[src/rtl/mc_core_hs.sv]
// Multicycle MIPS-subset core with req/ack memory port, halt and error trap.
// Optional performance counters: define MC_PERF_CNT_EN.
module mc_core_hs #(
  parameter int          NREGS    = 32,
  parameter logic [31:0] RESET_PC = 32'h0000_0000,
  parameter int          LINK_REG = NREGS - 1
) (
  input  logic        clock,
  input  logic        reset,
  output logic        mem_req,
  output logic        mem_we,
  output logic [31:0] mem_addr,
  output logic [31:0] mem_wdata,
  input  logic [31:0] mem_rdata,
  input  logic        mem_ack,
  output logic [31:0] pc_q,
  output logic [31:0] instr,
  output logic        halted,
  output logic        err,
`ifdef MC_PERF_CNT_EN
  output logic [31:0] cyc_cnt,
  output logic [31:0] ret_cnt,
`endif
  output logic [2:0]  state_q
);

  localparam int RW = $clog2(NREGS);
  localparam logic [RW-1:0] LINK_IDX = RW'(LINK_REG);

  localparam logic [5:0] OP_R    = 6'h00;
  localparam logic [5:0] OP_J    = 6'h02;
  localparam logic [5:0] OP_JAL  = 6'h03;
  localparam logic [5:0] OP_BEQ  = 6'h04;
  localparam logic [5:0] OP_BNE  = 6'h05;
  localparam logic [5:0] OP_ADDI = 6'h08;
  localparam logic [5:0] OP_LW   = 6'h23;
  localparam logic [5:0] OP_SW   = 6'h2B;
  localparam logic [5:0] OP_HALT = 6'h3F;

  localparam logic [5:0] F_JR  = 6'h08;
  localparam logic [5:0] F_ADD = 6'h20;
  localparam logic [5:0] F_SUB = 6'h22;
  localparam logic [5:0] F_AND = 6'h24;
  localparam logic [5:0] F_OR  = 6'h25;
  localparam logic [5:0] F_NOR = 6'h27;
  localparam logic [5:0] F_SLT = 6'h2A;

  typedef enum logic [2:0] {
    S_FETCH  = 3'd0,
    S_DECODE = 3'd1,
    S_EXEC   = 3'd2,
    S_MEM    = 3'd3,
    S_WB     = 3'd4,
    S_HALT   = 3'd5
  } st_e;

  st_e         fsm_q, fsm_d;
  logic [31:0] pc_d;
  logic [31:0] ir_q, ir_d;
  logic [31:0] a_q, a_d;
  logic [31:0] b_q, b_d;
  logic [31:0] alu_q, alu_d;
  logic        err_q, err_d;
  logic [31:0] rf_q [NREGS];

  logic          rf_we;
  logic [RW-1:0] rf_wa;
  logic [31:0]   rf_wd;

  logic [5:0]    op, fn;
  logic [RW-1:0] rs, rt, rd;
  logic [31:0]   simm, ea, rres;
  logic          is_r, is_jr, is_alu_r, is_j, is_jal;
  logic          is_beq, is_bne, is_addi, is_lw, is_sw;
  logic          is_halt, illegal;
  logic          unused_ir;

  assign op   = ir_q[31:26];
  assign fn   = ir_q[5:0];
  assign rs   = ir_q[21 +: RW];
  assign rt   = ir_q[16 +: RW];
  assign rd   = ir_q[11 +: RW];
  assign simm = {{16{ir_q[15]}}, ir_q[15:0]};
  assign ea   = a_q + simm;
  assign unused_ir = ^ir_q;

  assign is_r     = op == OP_R;
  assign is_jr    = is_r && fn == F_JR;
  assign is_alu_r = is_r && (fn == F_ADD || fn == F_SUB ||
                             fn == F_AND || fn == F_OR  ||
                             fn == F_NOR || fn == F_SLT);
  assign is_j     = op == OP_J;
  assign is_jal   = op == OP_JAL;
  assign is_beq   = op == OP_BEQ;
  assign is_bne   = op == OP_BNE;
  assign is_addi  = op == OP_ADDI;
  assign is_lw    = op == OP_LW;
  assign is_sw    = op == OP_SW;
  assign is_halt  = op == OP_HALT;
  assign illegal  = !(is_alu_r || is_jr || is_j || is_jal ||
                      is_beq || is_bne || is_addi ||
                      is_lw || is_sw || is_halt);

  always_comb begin
    rres = '0;
    unique case (fn)
      F_ADD:   rres = a_q + b_q;
      F_SUB:   rres = a_q - b_q;
      F_AND:   rres = a_q & b_q;
      F_OR:    rres = a_q | b_q;
      F_NOR:   rres = ~(a_q | b_q);
      F_SLT:   rres = {31'b0, $signed(a_q) < $signed(b_q)};
      default: rres = '0;
    endcase
  end

  // Request is combinational so zero-wait memory finishes on the first edge
  // and reset removes it without waiting for a clock.
  assign mem_req   = !reset && (fsm_q == S_FETCH || fsm_q == S_MEM);
  assign mem_we    = !reset && fsm_q == S_MEM && is_sw;
  assign mem_addr  = (fsm_q == S_MEM) ? alu_q : pc_q;
  assign mem_wdata = b_q;
  assign instr     = ir_q;
  assign halted    = fsm_q == S_HALT;
  assign err       = err_q;
  assign state_q   = fsm_q;

  always_comb begin
    fsm_d = fsm_q;
    pc_d  = pc_q;
    ir_d  = ir_q;
    a_d   = a_q;
    b_d   = b_q;
    alu_d = alu_q;
    err_d = err_q;
    rf_we = 1'b0;
    rf_wa = '0;
    rf_wd = '0;
    unique case (fsm_q)
      S_FETCH: begin
        if (mem_ack) begin
          ir_d  = mem_rdata;
          pc_d  = pc_q + 32'd4;
          fsm_d = S_DECODE;
        end
      end
      S_DECODE: begin
        a_d   = rf_q[rs];
        b_d   = rf_q[rt];
        alu_d = pc_q + (simm << 2);
        unique case (1'b1)
          is_j, is_jal: begin
            pc_d  = {pc_q[31:28], ir_q[25:0], 2'b00};
            fsm_d = S_FETCH;
            rf_we = is_jal;
            rf_wa = LINK_IDX;
            rf_wd = pc_q;
          end
          is_jr: begin
            pc_d  = rf_q[rs];
            fsm_d = S_FETCH;
          end
          is_halt: fsm_d = S_HALT;
          illegal: begin
            err_d = 1'b1;
            fsm_d = S_HALT;
          end
          default: fsm_d = S_EXEC;
        endcase
      end
      S_EXEC: begin
        unique case (1'b1)
          is_alu_r: begin
            alu_d = rres;
            fsm_d = S_WB;
          end
          is_addi: begin
            alu_d = ea;
            fsm_d = S_WB;
          end
          is_lw, is_sw: begin
            alu_d = ea;
            if (ea[1:0] != 2'b00) begin
              err_d = 1'b1;
              fsm_d = S_HALT;
            end else begin
              fsm_d = S_MEM;
            end
          end
          is_beq, is_bne: begin
            if ((a_q == b_q) == is_beq) pc_d = alu_q;
            fsm_d = S_FETCH;
          end
          default: fsm_d = S_HALT;
        endcase
      end
      S_MEM: begin
        if (mem_ack) begin
          if (is_lw) begin
            alu_d = mem_rdata;
            fsm_d = S_WB;
          end else begin
            fsm_d = S_FETCH;
          end
        end
      end
      S_WB: begin
        rf_we = 1'b1;
        rf_wa = is_r ? rd : rt;
        rf_wd = alu_q;
        fsm_d = S_FETCH;
      end
      S_HALT:  fsm_d = S_HALT;
      default: fsm_d = S_HALT;
    endcase
  end

  always_ff @(posedge clock or posedge reset) begin
    if (reset) begin
      fsm_q <= S_FETCH;
      pc_q  <= RESET_PC;
      ir_q  <= '0;
      a_q   <= '0;
      b_q   <= '0;
      alu_q <= '0;
      err_q <= 1'b0;
      for (int i = 0; i < NREGS; i++) rf_q[i] <= '0;
    end else begin
      fsm_q <= fsm_d;
      pc_q  <= pc_d;
      ir_q  <= ir_d;
      a_q   <= a_d;
      b_q   <= b_d;
      alu_q <= alu_d;
      err_q <= err_d;
      if (rf_we && rf_wa != '0) rf_q[rf_wa] <= rf_wd;
    end
  end

`ifdef MC_PERF_CNT_EN
  logic [31:0] cyc_cnt_q, cyc_cnt_d;
  logic [31:0] ret_cnt_q, ret_cnt_d;

  always_comb begin
    cyc_cnt_d = cyc_cnt_q;
    ret_cnt_d = ret_cnt_q;
    if (fsm_q != S_HALT) cyc_cnt_d = cyc_cnt_q + 32'd1;
    if (fsm_q != S_FETCH && fsm_d == S_FETCH)
      ret_cnt_d = ret_cnt_q + 32'd1;
  end

  always_ff @(posedge clock or posedge reset) begin
    if (reset) begin
      cyc_cnt_q <= '0;
      ret_cnt_q <= '0;
    end else begin
      cyc_cnt_q <= cyc_cnt_d;
      ret_cnt_q <= ret_cnt_d;
    end
  end

  assign cyc_cnt = cyc_cnt_q;
  assign ret_cnt = ret_cnt_q;
`endif

endmodule

[config.mk]
export PLATFORM = sky130hd
export DESIGN_NAME = mc_core_hs
export DESIGN_NICKNAME = d
export VERILOG_FILES = /design/src/rtl/mc_core_hs.sv
export SDC_FILE = /design/constraint.sdc
export NUM_CORES = 2
export LEC_CHECK = 0
export ABC_AREA = 1
export ABC_CLOCK_PERIOD_IN_PS = 39000
export CAP_MARGIN = 0
export CORE_ASPECT_RATIO = 1.1
export CORE_MARGIN = 2
export CORE_UTILIZATION = 45
export CTS_CLUSTER_DIAMETER = 150
export DETAILED_ROUTE_END_ITERATION = 8
export PLACE_DENSITY = 0.67
export SLEW_MARGIN = 20
export SYNTH_ARGS = -nofsm -noshare
export SYNTH_HDL_FRONTEND = slang
export SYNTH_SLANG_ARGS = --single-unit
[constraint.sdc]
create_clock -name clock -period 39 [get_ports clock]
set_input_delay 3.9 -clock clock [delete_from_list [all_inputs] [get_ports clock]]
set_output_delay 3.9 -clock clock [all_outputs]
set_load 0.005 [all_outputs]
==> After elaboration in Yosys (flattened, before gate mapping) <==
Cells that the tools add are included.
{ "totals": {"reg_bits": 1188, "in_bits": 35, "output_inout_bits": 135, "wordCells": 172} }
{ "classes": {"n_addsub": 5, "magnitude_cmp": 5, "eq_ne": 34, "n_mux": 38, "n_bitwise": 6, "n_reduce_logical": 44} }
{ "op_table": {"columns": ["operator", "count"], "rows": [
  ["$bwmux 1024", 1],
  ["$mux 32", 12],
  ["$bmux 32 s5", 2],
  ["$pmux 32 s2", 3],
  ["$pmux 32 s3", 2],
  ["$pmux 32 s6", 1],
  ["$demux 32 s5", 1],
  ["$add 32x32->32", 3],
  ["$eq 6x6->1 const B", 9],
  ["$add 32x3->32 const B", 1],
  ["$and 32x32->32", 1],
  ["$eq 32x32->1", 1],
  ["$lt 32x32->1", 1],
  ["$not 32->32", 1],
  ["$or 32x32->32", 1],
  ["$sub 32x32->32", 1],
  ["$ge 6x6->1 const B", 3],
  ["$ne 2x2->1 const B", 9],
  ["$not 5->6", 3],
  ["$logic_or 1x1->1", 15],
  ["$pmux 3 s5", 1],
  ["$eq 6x2->1 const B", 2],
  ["$eq 6x3->1 const B", 2],
  ["$eq 6x4->1 const B", 2],
  ["other kinds (27)", 54]
]} }

==> Depth between registers and ports, before layout <==
{ "depth": {"word_depth": 20, "depth_mapped": 19, "ltp_nobuf": 18} }

==> Worst setup path before layout <==
OpenSTA, ideal clock, no wires.
{ "synth_timing": {"path_kind": "input to output", "from": "in reset", "to": "out mem_we", "arrival_ns": 4.196, "setup_slack_ns": 30.904, "stages": 1, "path_cell_list": "nor4_1"} }
{ "synth_between": {"elab_chain_cells": 3} }
{ "synth_lines": {"columns": ["element", "line", "text"], "rows": [
  ["start: declaration", "9", "input logic reset,"],
  ["$logic_not 1->1 (no line)", null, null],
  ["$logic_and 1x1->1 (2 in a row)", "120", "assign mem_we = !reset && fsm_q == S_MEM && is_sw;"],
  ["end: declaration", "11", "output logic mem_we,"]
]} }
No other way between the ends.

==> Final worst setup path <==
Same ends and word-level chain as after synthesis.

==> out/metrics.cfg <==
[outcome]
status=complete, no violations

[pwr]
p_switching_uw=4140
power_frac_seq_pct=24.4
p_comb_share_pct=58.5
leakagePower_uw=0.0358
powerDensity_nw_per_um2=95.4
vdd_drop_max_mv=0.0567
switching_share_pct=53.8
p_int_uw=3560
power_frac_clock_pct=17.1
finalPower_uw=7700

[route]
route.vias.total=77300
wl_per_cell_um=26.1
avgViaCountPerCell=6.25
drt_iter0_drc=11200
drc=0
wl_um=323000
drtAntennaViolNets=0
first_pass_iters=9

[grt]
grtUsageTotal_pct=37.6
grt_max_degree=198
grt_pass1_vias=72100
antenna_found_initial=13
grt-ovfl-total=0
grt_pass1_wl_um=474000

[finish]
final_core_util_pct=49.3
final_cell_mix=1763 x o21ai_0, 1734 x nor2_1, 1639 x nand2_1
fin_nets=10300
drive_gt1_share_pct=4.62
syn_to_final_growth_pct=9.20
mostFrequentLayoutCell=o21ai_0

[timing]
worstMarginPinSlew_ps=1220
setup_violations=0
finalCritPeriodShare_pct=23.6
rsz0062_at_grt=no
drv_slew=0
max_freq_ghz=0.109
tns_ps=0
hold_viol=0
slew_headroom_pct=18.5
finalCriticalPeriod_ps=9190
clock_skew_ps=31.7

[synthesis]
synth-seq-cells=1188
synthCells=10500
ys_types=56
synth_top_area_share_pct=40.2
synth_area_um2=73900
ys_warn_count=0
syn-num-nets=10700
syn_avg_cell_area_um2=7.01
synth_top_area_cell=dfrtp_1
ys_top_cells_by_area=dfrtp_1 40%, o21ai_0 12%, nor2_1 8.8%
seq_area_frac_synth_pct=40.2

[placement]
gp_congestion=1.03
dp_hpwl_um=203000
portBuffers=169

[clock_tree]
clk_pin_slew_ps=50
hold_buffers=0
ctsRootBufferMaster=clkbuf_16
clockBufferDepth=3
tritoncts=built
cts.sinks=1188
h-tree-depth=4
worstSkewPairLatency_ps=810
cts_buffers=135
cts_resized=0
postCtsSetupBuffers=0

[critical_path]
crit_fanout=3
worstPathArrival_ps=5290
timing.critical_path.buf_inv=2
cp_common_cell=clkdlybuf4s50_1
cp_slowest_stage_delay_ps=550
critical-path-slowest-cell=clkdlybuf4s50_1
startpoint_type=input port
cp_cell_sequence=clkdlybuf4s50_1, nor4_1, clkdlybuf4s50_1
worst_ep_required_time_ps=35100
reg2reg_slack_ps=33160
cp_top_family=buffers and inverters
endpoint_kind=output port
critical_path_class=input port to output port

[die]
die_area_um2=168000
core-area_um2=164000
initial_core_util_pct=45.1
rows=156
die_y_um=429
io_pins=170
fp.dieW_um=390

[worst_hold_path]
worstHoldPathType=flop to flop

[run]
cap_viol_max_count=0

registers in the layout (all words and copies together), names as in the netlist:
| name | cells |
|---|---|
| a_q | 32 |
| alu_q | 32 |
| err | 1 |
| instr | 32 |
| mem_wdata | 32 |
| pc_q | 32 |
| rf_q | 1024 |
| state_q | 3 |
synth_stat cells, drive strengths merged:
library cell	count
nor2	1762
clkinv	6
a21oi	876
o32ai	2
or2	14
and3	4
nor4	8
o22ai	297
nand2	1653
nand3	423
a41oi	1
o21a	7
xor2	22
a221oi	4
a2bb2oi	1
o21bai	31
o311ai	16
o221ai	164
o31ai	2
a21boi	11
ha	164
o22a	1
a21o	8
buf	203
o211ai	98
inv	770
nand3b	10
o221a	1
and2	8
nor3	47
dfrtp	1188
fa	4
o21ai	2007
clkbuf	627
a22oi	8
a211oi	7
a31oi	7
nand4	70
xnor2	5
final timing paths:
path,from,end,cells after the start
min in group asynchronous,reset,instr[3],2
hold reg to reg,rf_q[1007],rf_q[1007],0
max in group asynchronous,reset,rf_q[922],6
setup / recovery,reset,mem_we,3
setup reg to reg,instr[21],pc_q[3],13
hold / removal,rf_q[1007],rf_q[1007],0
stage by stage:
step / std cells / hold slack [ps] / setup WS [ps] / instance area [µm²]
floorplan: 10500 / 451 / 1630 / 73900
global placement: 12100 / 387 / 29800 / 76100
detailed placement: 12100 / 391 / 29810 / 76100
CTS: 12400 / 403 / 29810 / 80700
global route: 12400 / 414 / 29750 / 80700
finish: 12400 / 397 / 29810 / 80700
cell families (layout without fill, tap and decap cells):
logic type / Yosys count / in the layout / share of synthesized area, %
and+or+nand+nor: 3999 / 3999 / 21.8
buffers and inverters: 1606 / 1312 / 8.43
adders and majority gates: 168 / 168 / 2.88
xor gates and xnor gates: 27 / 27 / 0.320
AOI/OAI and AO/OA: 3549 / 3549 / 26.4
DFF: 1188 / 1188 / 40.2
other: 0 / 6 / 0
power by group through the flow:
stage / Sequential [µW] / Combinational (µW) / Clock [µW]
3_5_place_dp: 1880 / 4340 / 0
4_1_cts: 1860 / 4360 / 1330
6_report: 1880 / 4510 / 1320
5_1_grt: 1900 / 4850 / 1380
2_1_floorplan: 1720 / 2820 / 0
3_3_place_gp: 1870 / 4300 / 0
worst reg2reg max path, stage by stage (launching register included):
cell and delay [ps]:
dfrtp_4 520, buf_4 530, buf_4 680, buf_4 830, buf_4 720, buf_4 750
o21ai_0 270, o221ai_1 320, nand3_1 160, o211ai_1 180, nand3_1 430, nand2_1 180
nand2_1 80, a21oi_1 120
metal layers:
layer	part of all wire (%)	GRT usage, %	wire [µm]
met3	12	9.47	38000
met5	0.020	0	66
met2	43	55.7	137000
met4	7.5	24.7	24100
met1	38	48.7	124000
area by class of cell:
type / count / area [µm²]
diodes: 6 / 15.0
clock buffers: 205 / 4010
repair buffers: 295 / 2770
clock inverters: 36 / 512
well taps: 2133 / 2670
flip-flops and latches: 1188 / 29800
multi-input cells: 7743 / 38000
fillers: 16200 / 83100
inverters: 776 / 2960
Note: power is estimated with default switching activity, not from simulation.
